<file path="config.mk">
export PLATFORM = sky130hd
export DESIGN_NAME = serial_word_assembler
export DESIGN_NICKNAME = d
export VERILOG_FILES = /design/src/rtl/serial_link_pkg.sv /design/src/rtl/word_fifo.sv /design/src/rtl/serial_word_assembler.sv
export SDC_FILE = /design/constraint.sdc
export NUM_CORES = 1
export LEC_CHECK = 0
export ABC_AREA = 0
export CORE_MARGIN = 10
export CORE_UTILIZATION = 58
export CTS_CLUSTER_SIZE = 12
export DETAILED_ROUTE_END_ITERATION = 12
export PLACE_DENSITY = 0.82
export SLEW_MARGIN = 20
export SYNTH_ARGS = -nofsm -noshare
export SYNTH_HDL_FRONTEND = slang
export SYNTH_HIERARCHICAL = 1
export SYNTH_SLANG_ARGS = --single-unit
</file>
<file path="constraint.sdc">
create_clock -name clk -period 6.2 [get_ports clk]
set_clock_uncertainty 0.15 [all_clocks]
set_input_delay 1.24 -clock clk [delete_from_list [all_inputs] [get_ports clk]]
set_output_delay 1.24 -clock clk [all_outputs]
set_load 0.05 [all_outputs]
</file>
<file path="src/rtl/serial_link_pkg.sv">
// Shared types and defaults for the serial link sink blocks.
// Assembler state encoding and the default word width live here.
package serial_link_pkg;

  localparam int WORD_WIDTH = 5;

  typedef enum logic {
    IDLE,
    SHIFT
  } asm_state_t;

endpackage

</file>
<file path="src/rtl/word_fifo.sv">
// Small circular-buffer FIFO with read/write pointers and an occupancy count.
// The head word is read straight from storage, so it holds while nothing pops.
module word_fifo #(
  parameter int WIDTH = 5,
  parameter int DEPTH = 2
) (
  input  logic             clk,
  input  logic             rst,
  input  logic             push,
  input  logic             pop,
  input  logic [WIDTH-1:0] din,
  output logic [WIDTH-1:0] dout,
  output logic             full,
  output logic             empty
);

  localparam int PW = $clog2(DEPTH);
  localparam int CW = PW + 1;

  logic [WIDTH-1:0] mem [DEPTH];
  logic [PW-1:0]    wr_ptr;
  logic [PW-1:0]    rd_ptr;
  logic [CW-1:0]    count;
  logic             do_push;
  logic             do_pop;

  // A push into a full buffer only lands when a pop frees the slot in the same cycle.
  assign do_push = push & (~full | pop);
  assign do_pop  = pop & ~empty;

  assign full  = (count == CW'(DEPTH));
  assign empty = (count == '0);
  assign dout  = mem[rd_ptr];

  always_ff @(posedge clk) begin
    if (rst) begin
      for (int i = 0; i < DEPTH; i++) mem[i] <= '0;
      wr_ptr <= '0;
      rd_ptr <= '0;
      count  <= '0;
    end else begin
      if (do_push) begin
        mem[wr_ptr] <= din;
        wr_ptr      <= wr_ptr + PW'(1);
      end
      if (do_pop) rd_ptr <= rd_ptr + PW'(1);
      case ({do_push, do_pop})
        2'b10:   count <= count + CW'(1);
        2'b01:   count <= count - CW'(1);
        default: count <= count;
      endcase
    end
  end

endmodule

</file>
<file path="src/rtl/serial_word_assembler.sv">
// Collects MSB-first serial bits into words under a frame-start marker and
// queues completed words for a valid/ready consumer; flags framing errors and drops.
module serial_word_assembler
  import serial_link_pkg::*;
#(
  parameter int WIDTH = WORD_WIDTH,
  parameter int DEPTH = 2
) (
  input  logic             clk,
  input  logic             rst,
  input  logic             bit_in,
  input  logic             bit_valid,
  input  logic             frame_start,
  output logic [WIDTH-1:0] word_out,
  output logic             word_valid,
  input  logic             word_ready,
  output logic             frame_err,
  output logic             overflow
);

  localparam int CNT_W = $clog2(WIDTH) + 1;
  localparam logic [CNT_W-1:0] LAST = CNT_W'(WIDTH - 1);

  asm_state_t       state;
  asm_state_t       next_state;
  logic [CNT_W-1:0] cnt;
  logic [WIDTH-1:0] sr;
  logic [WIDTH-1:0] next_word;
  logic             shift_en;
  logic             restart;
  logic             push;
  logic             err;
  logic             pop;
  logic             fifo_full;
  logic             fifo_empty;

  assign next_word  = {sr[WIDTH-2:0], bit_in};
  assign word_valid = ~fifo_empty;
  assign pop        = ~fifo_empty & word_ready;

  always_ff @(posedge clk) begin
    if (rst) state <= IDLE;
    else     state <= next_state;
  end

  always_comb begin
    next_state = state;
    case (state)
      IDLE:    if (bit_valid && frame_start) next_state = SHIFT;
      SHIFT:   if (bit_valid && !frame_start && cnt == LAST) next_state = IDLE;
      default: next_state = IDLE;
    endcase
  end

  // A frame_start bit always restarts; in SHIFT it also abandons the partial word.
  always_comb begin
    shift_en = 1'b0;
    restart  = 1'b0;
    push     = 1'b0;
    err      = 1'b0;
    if (bit_valid) begin
      restart = frame_start;
      case (state)
        IDLE: begin
          shift_en = frame_start;
          err      = ~frame_start;
        end
        SHIFT: begin
          shift_en = 1'b1;
          err      = frame_start;
          push     = ~frame_start & (cnt == LAST);
        end
        default: ;
      endcase
    end
  end

  always_ff @(posedge clk) begin
    if (rst) begin
      sr  <= '0;
      cnt <= '0;
    end else begin
      if (shift_en) sr <= next_word;
      if (restart)       cnt <= CNT_W'(1);
      else if (push)     cnt <= '0;
      else if (shift_en) cnt <= cnt + CNT_W'(1);
    end
  end

  always_ff @(posedge clk) begin
    if (rst) begin
      frame_err <= 1'b0;
      overflow  <= 1'b0;
    end else begin
      frame_err <= err;
      if (push && fifo_full && !pop) overflow <= 1'b1;
    end
  end

  word_fifo #(
    .WIDTH(WIDTH),
    .DEPTH(DEPTH)
  ) u_fifo (
    .clk  (clk),
    .rst  (rst),
    .push (push),
    .pop  (pop),
    .din  (next_word),
    .dout (word_out),
    .full (fifo_full),
    .empty(fifo_empty)
  );

endmodule
</file>
Word-level counts from Yosys, hierarchy flattened

Memory sizes are Yosys's and may differ from the RTL's. A register that Yosys moved wholly into a read port is not among the register bits.
Cells that the tools add are included.

Memories: 1
Flip-flop bits (word level): 15
Memory bits (writable): 10
Output and inout bits: 8
Bits in latches: 0
Memory bits (read-only): 0

Eq/ne operators: 4
Div/mod/pow operators: 0
$add $sub $neg: 5
Reductions and logical operators: 13
Multipliers: 0
Magnitude comparators: 0
Bitwise logic cells: 10
Shift operators: 0
Muxes and demuxes: 23

Memory list:

| memory     | depth | bits a word | rd ports | clocked after memory_dff | wr ports | RTL line        | RTL |
|---|---|---|---|---|---|---|---|
| u_fifo.mem | 2     | 5           | 1        | 1                        | 2        | word_fifo.sv:20 | `logic [WIDTH-1:0] mem [DEPTH];` |

Operators with widths:

| kind                                             | number |
|---|---|
| two-way mux 1 bit                                | 18 |
| case mux 1 bit (2 select lines)                  | 3 |
| logical AND 1 bit                                | 5 |
| two-way mux 5 bit                                | 1 |
| inverter 1 bit                                   | 5 |
| OR reduction 5 bit                               | 1 |
| adder 4 x 1 -> 4 bit, second input constant      | 1 |
| AND 1 bit                                        | 4 |
| == test 2 bit, second input constant             | 2 |
| == test 4 x 3 -> 1 bit, second input constant    | 1 |
| case mux 2 bit (2 select lines)                  | 1 |
| nonzero test 3 bit                               | 1 |
| OR reduction 3 bit                               | 1 |
| adder 1 bit, second input constant               | 2 |
| adder 2 x 1 -> 2 bit, second input constant      | 1 |
| == test 2 x 1 -> 1 bit, second input constant    | 1 |
| logical NOT 1 bit                                | 2 |
| logical NOT 2 bit                                | 1 |
| nonzero test 2 bit                               | 1 |
| OR reduction 2 bit                               | 1 |
| subtractor 2 x 1 -> 2 bit, second input constant | 1 |
| OR 1 bit                                         | 1 |

Logic depth before layout (Yosys ltp)

Gate-level depths: netlist (run 1).

Word-level depth: 10
Depth in mapped cells: 9

Modules after synthesis

The synthesis (run 1) kept the hierarchy.

By module, submodules not included:

| module                | instances | area each (µm²) | cells each |
|---|---|---|---|
| word_fifo             | 1         | 683.2           | 52 |
| serial_word_assembler | 1         | 509.2           | 57 |

Least setup slack after synthesis (run 1)

Ideal clock, no wire load.

Kind: input -> register
From: input frame_start
To: register u_fifo.count[1]
Arrival: 2.620 ns
Setup time: 0.070 ns
Buffers on the path: 0
Path slack: 3.360 ns
Required time: 5.980 ns
Stages on the path: 6
Cells stage by stage: nand4b_2 > nor3b_4 > nand2b_1 > ha_1 > or3_1 > a21oi_1

Word-level cells in the longest chain between the ends: 7
Elaborated cells on any way between the ends: 9
Those cells by class: eq/ne: 2; mux: 3; bitwise: 3; reduce/logical: 1

RTL lines:

| what                                                                         | RTL line                    | RTL |
|---|---|---|
| from (decl)                                                                  | serial_word_assembler.sv:13 | `input logic frame_start,` |
| inverter 1 bit *                                                             | serial_word_assembler.sv:71 | `push = ~frame_start & (cnt == LAST);` |
| AND 1 bit *                                                                  | serial_word_assembler.sv:71 |  |
| two-way mux 1 bit *                                                          | serial_word_assembler.sv:63 | `case (state)` |
| two-way mux 1 bit *                                                          | serial_word_assembler.sv:61 | `if (bit_valid) begin` |
| named net push                                                               | serial_word_assembler.sv:31 | `logic push;` |
| AND 1 bit *                                                                  | word_fifo.sv:28             | `assign do_push = push & (~full \| pop);` |
| == test 2 x 1 -> 1 bit / == test 2 bit (equally long branches)               | word_fifo.sv:47             | `case ({do_push, do_pop})` |
| case mux 2 bit (2 select lines) / nonzero test 2 bit (equally long branches) | -                           |  |
| to (signal assigned)                                                         | word_fifo.sv:48             | `2'b10: count <= count + CW'(1);` |
| to (signal assigned)                                                         | word_fifo.sv:49             | `2'b01: count <= count - CW'(1);` |
| to (signal assigned)                                                         | word_fifo.sv:50             | `default: count <= count;` |
| to (decl)                                                                    | word_fifo.sv:23             | `logic [CW-1:0] count;` |

The timed path passes the listed nets; every way through them passes the cells marked *.
A chain may end at the register's enable or synchronous reset.

==> results of run 1 <==
## cells in the mapped netlist, drive strengths merged
master and number:
o21bai 1, and2 10, and4bb 1, or2 1, o21a 1, clkbuf 2, xor2 3, nand2 11
a2bb2oi 1, nor3b 3, a21o 1, buf 1, nor4b 1, xnor2 3, o21ai 1, nand2b 1
and2b 2, nor3 1, inv 5, ha 4, dfxtp 16, or3 1, edfxtp 10, a211o 1
nand4 1, or2b 1, mux2 5, nor2b 3, a21oi 8, nor2 8, nand4b 1
## flip-flops by register name, summed over array words and instances (netlist names), named ones only
register and flops:
sr 4, u_fifo/rd_ptr 1, overflow 1, u_fifo/wr_ptr 1
u_fifo/count 2, frame_err 1, state 1, cnt 4
u_fifo/mem 10
## routing by layer
metal  track usage  wire length [um]  vias up
met5             0                 0        -
met4       0.05615                36        0
met3       0.03051               113        4
met2        0.1793              1006       18
met1       0.09930               859      349
li1              -                 -      402
## area by class of cell
type                       instances  area, sq um
sequential                        26        620.6
fill                             166        588.1
clock buffer                       4        36.28
tap                               27        33.78
timing repair buffer              13        130.1
inverter                           5        18.77
multi-input combinational         75        534.3
## path summary, 6_finish.rpt
check,start,endpoint,depth (start not counted)
setup reg to reg,cnt[0]$_SDFFE_PP0P_,u_fifo/count[1]$_SDFFE_PP0P_,8
hold reg to reg,sr[3]$_SDFFE_PP0P_,sr[3]$_SDFFE_PP0P_,2
setup / recovery,register,word_out[4],2
hold / removal,sr[3]$_SDFFE_PP0P_,sr[3]$_SDFFE_PP0P_,2
## cells by family after synthesis
group,after synthesis,synth area share
buffers and inverters,8,0.03148
DFF,26,0.5205
AOI/OAI and AO/OA,14,0.07241
xor gates and xnor gates,6,0.04408
muxes,5,0.04722
and+or+nand+nor,46,0.2424
adders and majority gates,4,0.04197
## power by group through the flow
stage / Sequential [W] / Combinational [W] / Clock (W)
6_report: 0.000184 / 0.0000277 / 0.0000842
5_1_grt: 0.000185 / 0.0000304 / 0.0000924
4_1_cts: 0.000184 / 0.0000284 / 0.0000848
3_5_place_dp: 0.000188 / 0.0000283 / 0
3_3_place_gp: 0.000188 / 0.0000272 / 0
2_1_floorplan: 0.000189 / 0.0000182 / 0
## metrics by stage
stage	utilization	total power, W	instances	hold WS [ps]
finish	0.7003	0.0002962	150	334.2
detailed placement	0.6818	0.0002165	146	313.2
CTS	0.7003	0.0002975	150	337.2
floorplan	-	0.0002068	109	290.1
global route	0.7003	0.0003078	150	356.6
global placement	0.6818	0.0002150	146	304.2
## worst max-delay path, delay by kind of cell, from the launching register on
family,cells,cell delay (ps)
mux,1,370
buf+inv,1,700
flops,1,460
==> results_dict.tcl, run 1 <==
set metrics [dict create \
    intPower_w 0.0002292 \
    grt_pass1_vias 764 \
    final_common_cell "dfxtp_1" \
    drive_gt1_frac 0.1382 \
    cts_max_path_buffers 2 \
    dieHeight_um 65.34 \
    dp_slack_ps 2674 \
    antenna_found_initial 0 \
    relSlewSlack 0.5910 \
    totalNegativeSetupSlack_ps 0 \
    dr.pass1.iters 4 \
    grt_pass1_wl_mm 3.346 \
    yosys_register_bits 26 \
    numPortBuffers 13 \
    crit_fanout 5 \
    drv_cap 0 \
    final-setup-viol-count 0 \
    power_frac_clock 0.284 \
    post_cts_buffers 0 \
    fin_area_sq_mm 0.001374 \
    grt_max_degree 19 \
    cts_resized 0 \
    clk_pin_slew_ps 140 \
    grt.total_usage 0.09962 \
    fin_ws_ps 2962 \
    powerDensity_mw_per_mm2 215.6 \
    end_kind "output port" \
    clock-root-buffer "clkbuf_4" \
    initial_utilization 0.6078 \
    startpoint_type "register" \
    pin_count 14 \
    post_dp_cell_area_sq_mm 0.001338 \
    slowest_delay_ps 700 \
    swShare 0.2261 \
    routed_wl_mm 2.016 \
    fmaxAchievable_ghz 0.3088 \
    synth_seq_area_share 0.5205 \
    path_cells "mux2_2 -> clkdlybuf4s50_1" \
    hp-class "register to register" \
    status "complete, no violations" \
    syn_area_sq_mm 0.001192 \
    mostFrequentLayoutCells "dfxtp_1, clkdlybuf4s50_1, nand2_1, and2_1, edfxtp_1" \
    syn2layout_area_growth_pct 15.22 \
    gp_congestion 0.7144 \
    dp_hpwl_mm 1.561 \
    dieWidth_um 65.34 \
    ant_nets 0 \
    layout_min_cycle_time_ps 3238 \
    combPwrFrac 0.094 \
    cts_tree "built" \
    antenna_cells 0 \
    fin_nets 134 \
    syn_inst 109 \
    crit_slowest_cell "clkdlybuf4s50_1" \
    cts-htree-levels 1 \
    required_ps 4810 \
    yosysWarnings 6 \
    drtIter0Drc 13 \
    slew_viol_final 0 \
    rows 16 \
    coreArea_sq_mm 0.001962 \
    wl_per_cell_um 13.44 \
    worstMarginPinSlew_ps 611.6 \
    total_switching_power_w 0.00006697 \
    arrival_ps 1850 \
    yosysTopAreaCell "dfxtp_1" \
    vias 773 \
    p_leak_nw 0.5238 \
    vias_per_cell 5.153 \
    ys_types 33 \
    clock_latency_ps 320 \
    critical_path_class "register to output port" \
    grt-ovfl-total 0 \
    synth_fp_nets 119 \
    avgSynthCellArea_sq_um 10.94 \
    peakVddDrop_v 0.0001214 \
    r2r_slack_ps 3950 \
    route.detailed.drc 0 \
    cts.sinks 26 \
    dieArea_sq_mm 0.004269 \
    hold_viol 0 \
    rsz0062_at_grt "no" \
    cts_buffers 3 \
    cts_hold_buf 0 \
    synth_area_leaders "dfxtp_1, edfxtp_1, and2_1" \
    yosysTopAreaCellShare 0.2686 \
    seqPwrFrac 0.622 \
    finalCritPeriodShare 0.5223 \
]
Power figures use the tool's default switching activity.
==> run 2, diff against run 1 <==
Settings changed: CORE_ASPECT_RATIO set to 0.6, CORE_UTILIZATION 58 to 53, PLACE_DENSITY 0.82 to 0.76.
Clock period 6.2 ns to 3.11 ns, I/O delays scaled along.
==> run 2 against run 1 <==
Setup slack worse by 2400 ps. Clock power increased to 3.3 times the previous value. Die area rose by 8.0%. Power grew 140%. Critical path depth did not move. Largest cell class unchanged.
==> results_dict.tcl, run 2 (same netlist as run 1, synthesis figures left out) <==
set metrics [dict create \
    status "complete, no violations" \
    antenna_cells 0 \
    largest_register_ffs 10 \
    drive_gt1_frac 0.1520 \
    route.detailed.drc 0 \
    fin_cells 155 \
    dp_hpwl_mm 1.620 \
    fmaxAchievable_ghz 0.3859 \
    startpoint_type "register" \
    holdWs_ps 313.7 \
    cts_buffers 3 \
    dp.cells 151 \
    cts_max_path_buffers 2 \
    grt-ovfl-total 0 \
    cts_hold_buf 0 \
    cts_resized 0 \
    dr.pass1.iters 4 \
    pin_count 14 \
    clock_latency_ps 270 \
    clock-root-buffer "clkbuf_8" \
    cts-htree-levels 1 \
    required_ps 2340 \
    grt_pass1_vias 805 \
    final-setup-viol-count 0 \
    finalCritPeriodShare 0.8333 \
    final_common_cell "dfxtp_1" \
    coreArea_sq_mm 0.002147 \
    largest-register "u_fifo/mem" \
    routed_wl_mm 2.094 \
    reg.largest.list "u_fifo/mem: 10 flops, cnt: 4 flops, sr: 4 flops" \
    powerDensity_mw_per_mm2 489.0 \
    fin_area_sq_mm 0.001428 \
    antenna_found_initial 0 \
    crit_fanout 5 \
    initial_utilization 0.5554 \
    syn2layout_area_growth_pct 19.73 \
    dieWidth_um 81.24 \
    slew_viol_final 0 \
    p_leak_nw 0.5487 \
    rsz0062_at_grt "no" \
    cts_tree "built" \
    vias_per_cell 5.116 \
    end_kind "output port" \
    drtIter0Drc 59 \
    grt_max_degree 16 \
    dieArea_sq_mm 0.004609 \
    grt_pass1_wl_mm 3.670 \
    drv_cap 0 \
    ant_nets 0 \
    clk_pin_slew_ps 90 \
    wl_per_cell_um 13.51 \
    hold_viol 0 \
    rows 13 \
    layout_min_cycle_time_ps 2592 \
    mostFrequentLayoutCells "dfxtp_1, clkdlybuf4s50_1, nand2_1, and2_1, edfxtp_1" \
    peakVddDrop_v 0.0003843 \
    hold_start "sr[3]$_SDFFE_PP0P_" \
    grt.total_usage 0.09987 \
    numPortBuffers 13 \
    cts.sinks 26 \
    relSlewSlack 0.6272 \
    dieHeight_um 56.74 \
    arrival_ps 1820 \
    vias 793 \
    post_dp_cell_area_sq_mm 0.001356 \
    post_cts_buffers 0 \
    hp-class "register to register" \
    critical_path_class "register to output port" \
    totalNegativeSetupSlack_ps 0 \
    fin_nets 136 \
    gp_congestion 0.7708 \
    worstMarginPinSlew_ps 558.0 \
    regToRegStartpoint "u_fifo/count[0]$_SDFFE_PP0P_" \
]
==> run 2: cell count changes in the layout (fill, tap and decap cells not counted) <==
cell / before / now
clkbuf_8: 1 / 3
buf_4: 0 / 2
bufinv_16: 0 / 1
clkbuf_4: 3 / 0
==> run 2: worst paths after layout <==
kind / end / slack, ps / depth (start not counted)
max: word_out[3] / 520 / 2
min: sr[3]$_SDFFE_PP0P_ / 310 / 2
max reg2reg: u_fifo/count[1]$_SDFFE_PP0P_ / 990 / 7
min reg2reg: sr[3]$_SDFFE_PP0P_ / 310 / 2
==> run 2: stage by stage <==
| step | setup slack, ps | total power (W) | util |
|---|---|---|---|
| floorplan | 888.2 | 0.0004122 | - |
| global placement | 383.8 | 0.0004298 | 0.6317 |
| detailed placement | 323.9 | 0.0004319 | 0.6317 |
| CTS | 498.6 | 0.0007034 | 0.6649 |
| global route | 441.3 | 0.0007267 | 0.6649 |
| finish | 518.3 | 0.0006981 | 0.6649 |
==> run 2: area by class of cell <==
type                       count  area, sq um
timing repair buffer          15        145.1
sequential                    26        620.6
multi-input combinational     75        534.3
inverter                       5        18.77
fill                         178        719.4
tap                           30        37.54
clock inverter                 1        30.03
clock buffer                   3        41.29
==> run 2: routing by layer <==
layer	GRT usage	share of wire
met1	0.1170	0.45
met2	0.1640	0.49
met3	0.03810	0.053
met4	0.02948	0.0081
met5	0	0
==> run 2: where the power goes <==
group | leakage [nW] | switching [W] | total, W | internal, W
clock network | 0.0357 | 0.000102 | 0.000274 | 0.000172
registers | 0.233 | 0.00000581 | 0.000367 | 0.000362
logic | 0.280 | 0.0000324 | 0.0000566 | 0.0000242
==> run 2: critical path, stage by stage, from the launching register on <==
cell and delay, ps:
dfxtp_1 460, mux2_2 380, clkdlybuf4s50_1 700
==> run 3, diff against run 2 <==
Settings changed: CORE_UTILIZATION 53 to 48, PLACE_DENSITY 0.76 to 0.73.
Clock period 3.11 ns to 2.1 ns, I/O delays scaled along.
==> run 3 against run 2 <==
Combinational power up 73%. Register-to-register slack worse by 910 ps. Die area up 7.2%. Critical endpoint is now u_fifo/count[1]$_SDFFE_PP0P_.
==> results_dict.tcl, run 3 (same netlist as run 1, synthesis figures left out) <==
set metrics [dict create \
    cts_tree "built" \
    largest_register_ffs 10 \
    gp_congestion 0.8068 \
    syn2layout_area_growth_pct 27.91 \
    cts.sinks 26 \
    antenna_cells 0 \
    path_cells "inv_2 -> ha_4 -> nand4b_4 -> nor3b_4 -> nand2b_4 -> ha_4 -> xnor2_1 -> or3_1 -> a21oi_2" \
    cts_buffers 3 \
    seqPwrFrac 0.594 \
    grt.total_usage 0.09499 \
    fin_nets 147 \
    total_switching_power_w 0.0002062 \
    hp-class "register to register" \
    hold_viol 0 \
    clk_pin_slew_ps 80 \
    dr.pass1.iters 4 \
    crit_fanout 4 \
    cts-htree-levels 1 \
    swShare 0.2248 \
    clock_latency_ps 260 \
    layout_min_cycle_time_ps 2015 \
    post_cts_buffers 0 \
    totalNegativeSetupSlack_ps 0 \
    dieArea_sq_mm 0.004943 \
    final-setup-viol-count 0 \
    numPortBuffers 13 \
    powerDensity_mw_per_mm2 601.3 \
    status "complete, no violations" \
    dieWidth_um 84.35 \
    coreArea_sq_mm 0.002261 \
    utilization 0.6746 \
    peakVddDrop_v 0.0005362 \
    grt-ovfl-total 0 \
    drive_gt1_frac 0.3309 \
    slowest_delay_ps 370 \
    relSlewSlack 0.6595 \
    rows 13 \
    dieHeight_um 58.61 \
    arrival_ps 2060 \
    grt_max_degree 18 \
    ant_nets 0 \
    multi_input_area_sq_um 584.3 \
    power_frac_clock 0.299 \
    end_kind "register" \
    largest-register "u_fifo/mem" \
    slew_viol_final 0 \
    worstMarginPinSlew_ps 509.2 \
    final_common_cell "buf_4" \
    drv_cap 0 \
    p_leak_nw 0.6276 \
    vias 847 \
    route.detailed.drc 0 \
    antenna_found_initial 0 \
    reg.largest.list "u_fifo/mem: 10 flops, cnt: 4 flops, sr: 4 flops" \
    drtIter0Drc 36 \
    fmaxAchievable_ghz 0.4962 \
    fillers 168 \
    vias_per_cell 5.102 \
    clock-root-buffer "clkbuf_8" \
    routed_wl_mm 2.226 \
    rsz0062_at_grt "no" \
    holdWs_ps 324.2 \
    r2r_slack_ps 80 \
    critical_path_class "register to register" \
    required_ps 2150 \
    grt_pass1_wl_mm 3.926 \
    crit_top_cell "ha_4" \
    cts_max_path_buffers 2 \
    startpoint_type "register" \
    wl_per_cell_um 13.41 \
    dp_hpwl_mm 1.657 \
    pin_count 14 \
    intPower_w 0.0007110 \
    crit_slowest_cell "or3_1" \
    cts_hold_buf 0 \
    combPwrFrac 0.107 \
    finalCritPeriodShare 0.9596 \
    register_area_sq_um 625.6 \
    mostFrequentLayoutCells "buf_4, dfxtp_1, nand2_1, and2_1, edfxtp_1" \
    initial_utilization 0.5274 \
    grt_pass1_vias 884 \
]
-- run 3: cell types whose count changed in the layout (fill, tap and decap cells not counted), moves of 2 or more --
cell / delta
dfxtp_1: -2
inv_1: -2
inv_2: +2
ha_4: +2
ha_1: -2
buf_4: +17
clkdlybuf4s50_1: -8
-- run 3: critical path, delay by kind of cell (launching register included) --
family                   cells  cell delay, ps
XOR/XNOR                     1             130
AO/OA/AOI/OAI                1             130
flip-flops                   1             350
buffers and inverters        1              80
adder cells (fa/ha/maj)      2             300
AND/OR/NAND/NOR              4             820
-- run 3: power by group through the flow --
stage / registers, W / clock network (W) / logic [W]
6_report: 0.000545 / 0.000274 / 0.0000978
5_1_grt: 0.000547 / 0.000306 / 0.000106
4_1_cts: 0.000544 / 0.000283 / 0.0000924
3_5_place_dp: 0.000555 / 0 / 0.0000904
3_3_place_gp: 0.000555 / 0 / 0.0000870
2_1_floorplan: 0.000557 / 0 / 0.0000536
-- run 3: cell type report --
type | count | area share
well taps | 30 | 0.02461
repair buffers | 26 | 0.1403
clock inverters | 1 | 0.002461
flip-flops and latches | 26 | 0.4102
inverters | 5 | 0.01231
multi-input cells | 75 | 0.3831
clock buffers | 3 | 0.02707
-- run 3: final timing paths --
path,endpoint,startpoint,depth (start not counted)
setup / recovery,u_fifo/count[1]$_SDFFE_PP0P_,cnt[1]$_SDFFE_PP0P_,9
hold / removal,overflow$_SDFFE_PP0P_,overflow$_SDFFE_PP0P_,2
setup reg to reg,u_fifo/count[1]$_SDFFE_PP0P_,cnt[1]$_SDFFE_PP0P_,9
hold reg to reg,overflow$_SDFFE_PP0P_,overflow$_SDFFE_PP0P_,2
-- run 3: stage by stage --
step	cells	instance area, sq um	total power [W]	setup slack [ps]
global route	166	1525	0.0009589	8.078
CTS	166	1489	0.0009192	2.226
finish	166	1525	0.0009172	84.81
floorplan	109	1192	0.0006104	68.08
detailed placement	162	1424	0.0006459	-354.4
global placement	162	1424	0.0006417	-293.9
-- run 3: metal layers --
metal	wire (um)	global-route usage	part of all wire
met1	1062	0.1116	0.48
met2	1038	0.1587	0.47
met3	110	0.04258	0.049
met4	15	0.01869	0.0067
met5	0	0	0
-- run 3: what timing repair did --
item	CTS	global route
endpoints found under the setup margin	6	6
endpoints found under the hold margin	0	0
resized for setup	3	12
pin swaps	2	4
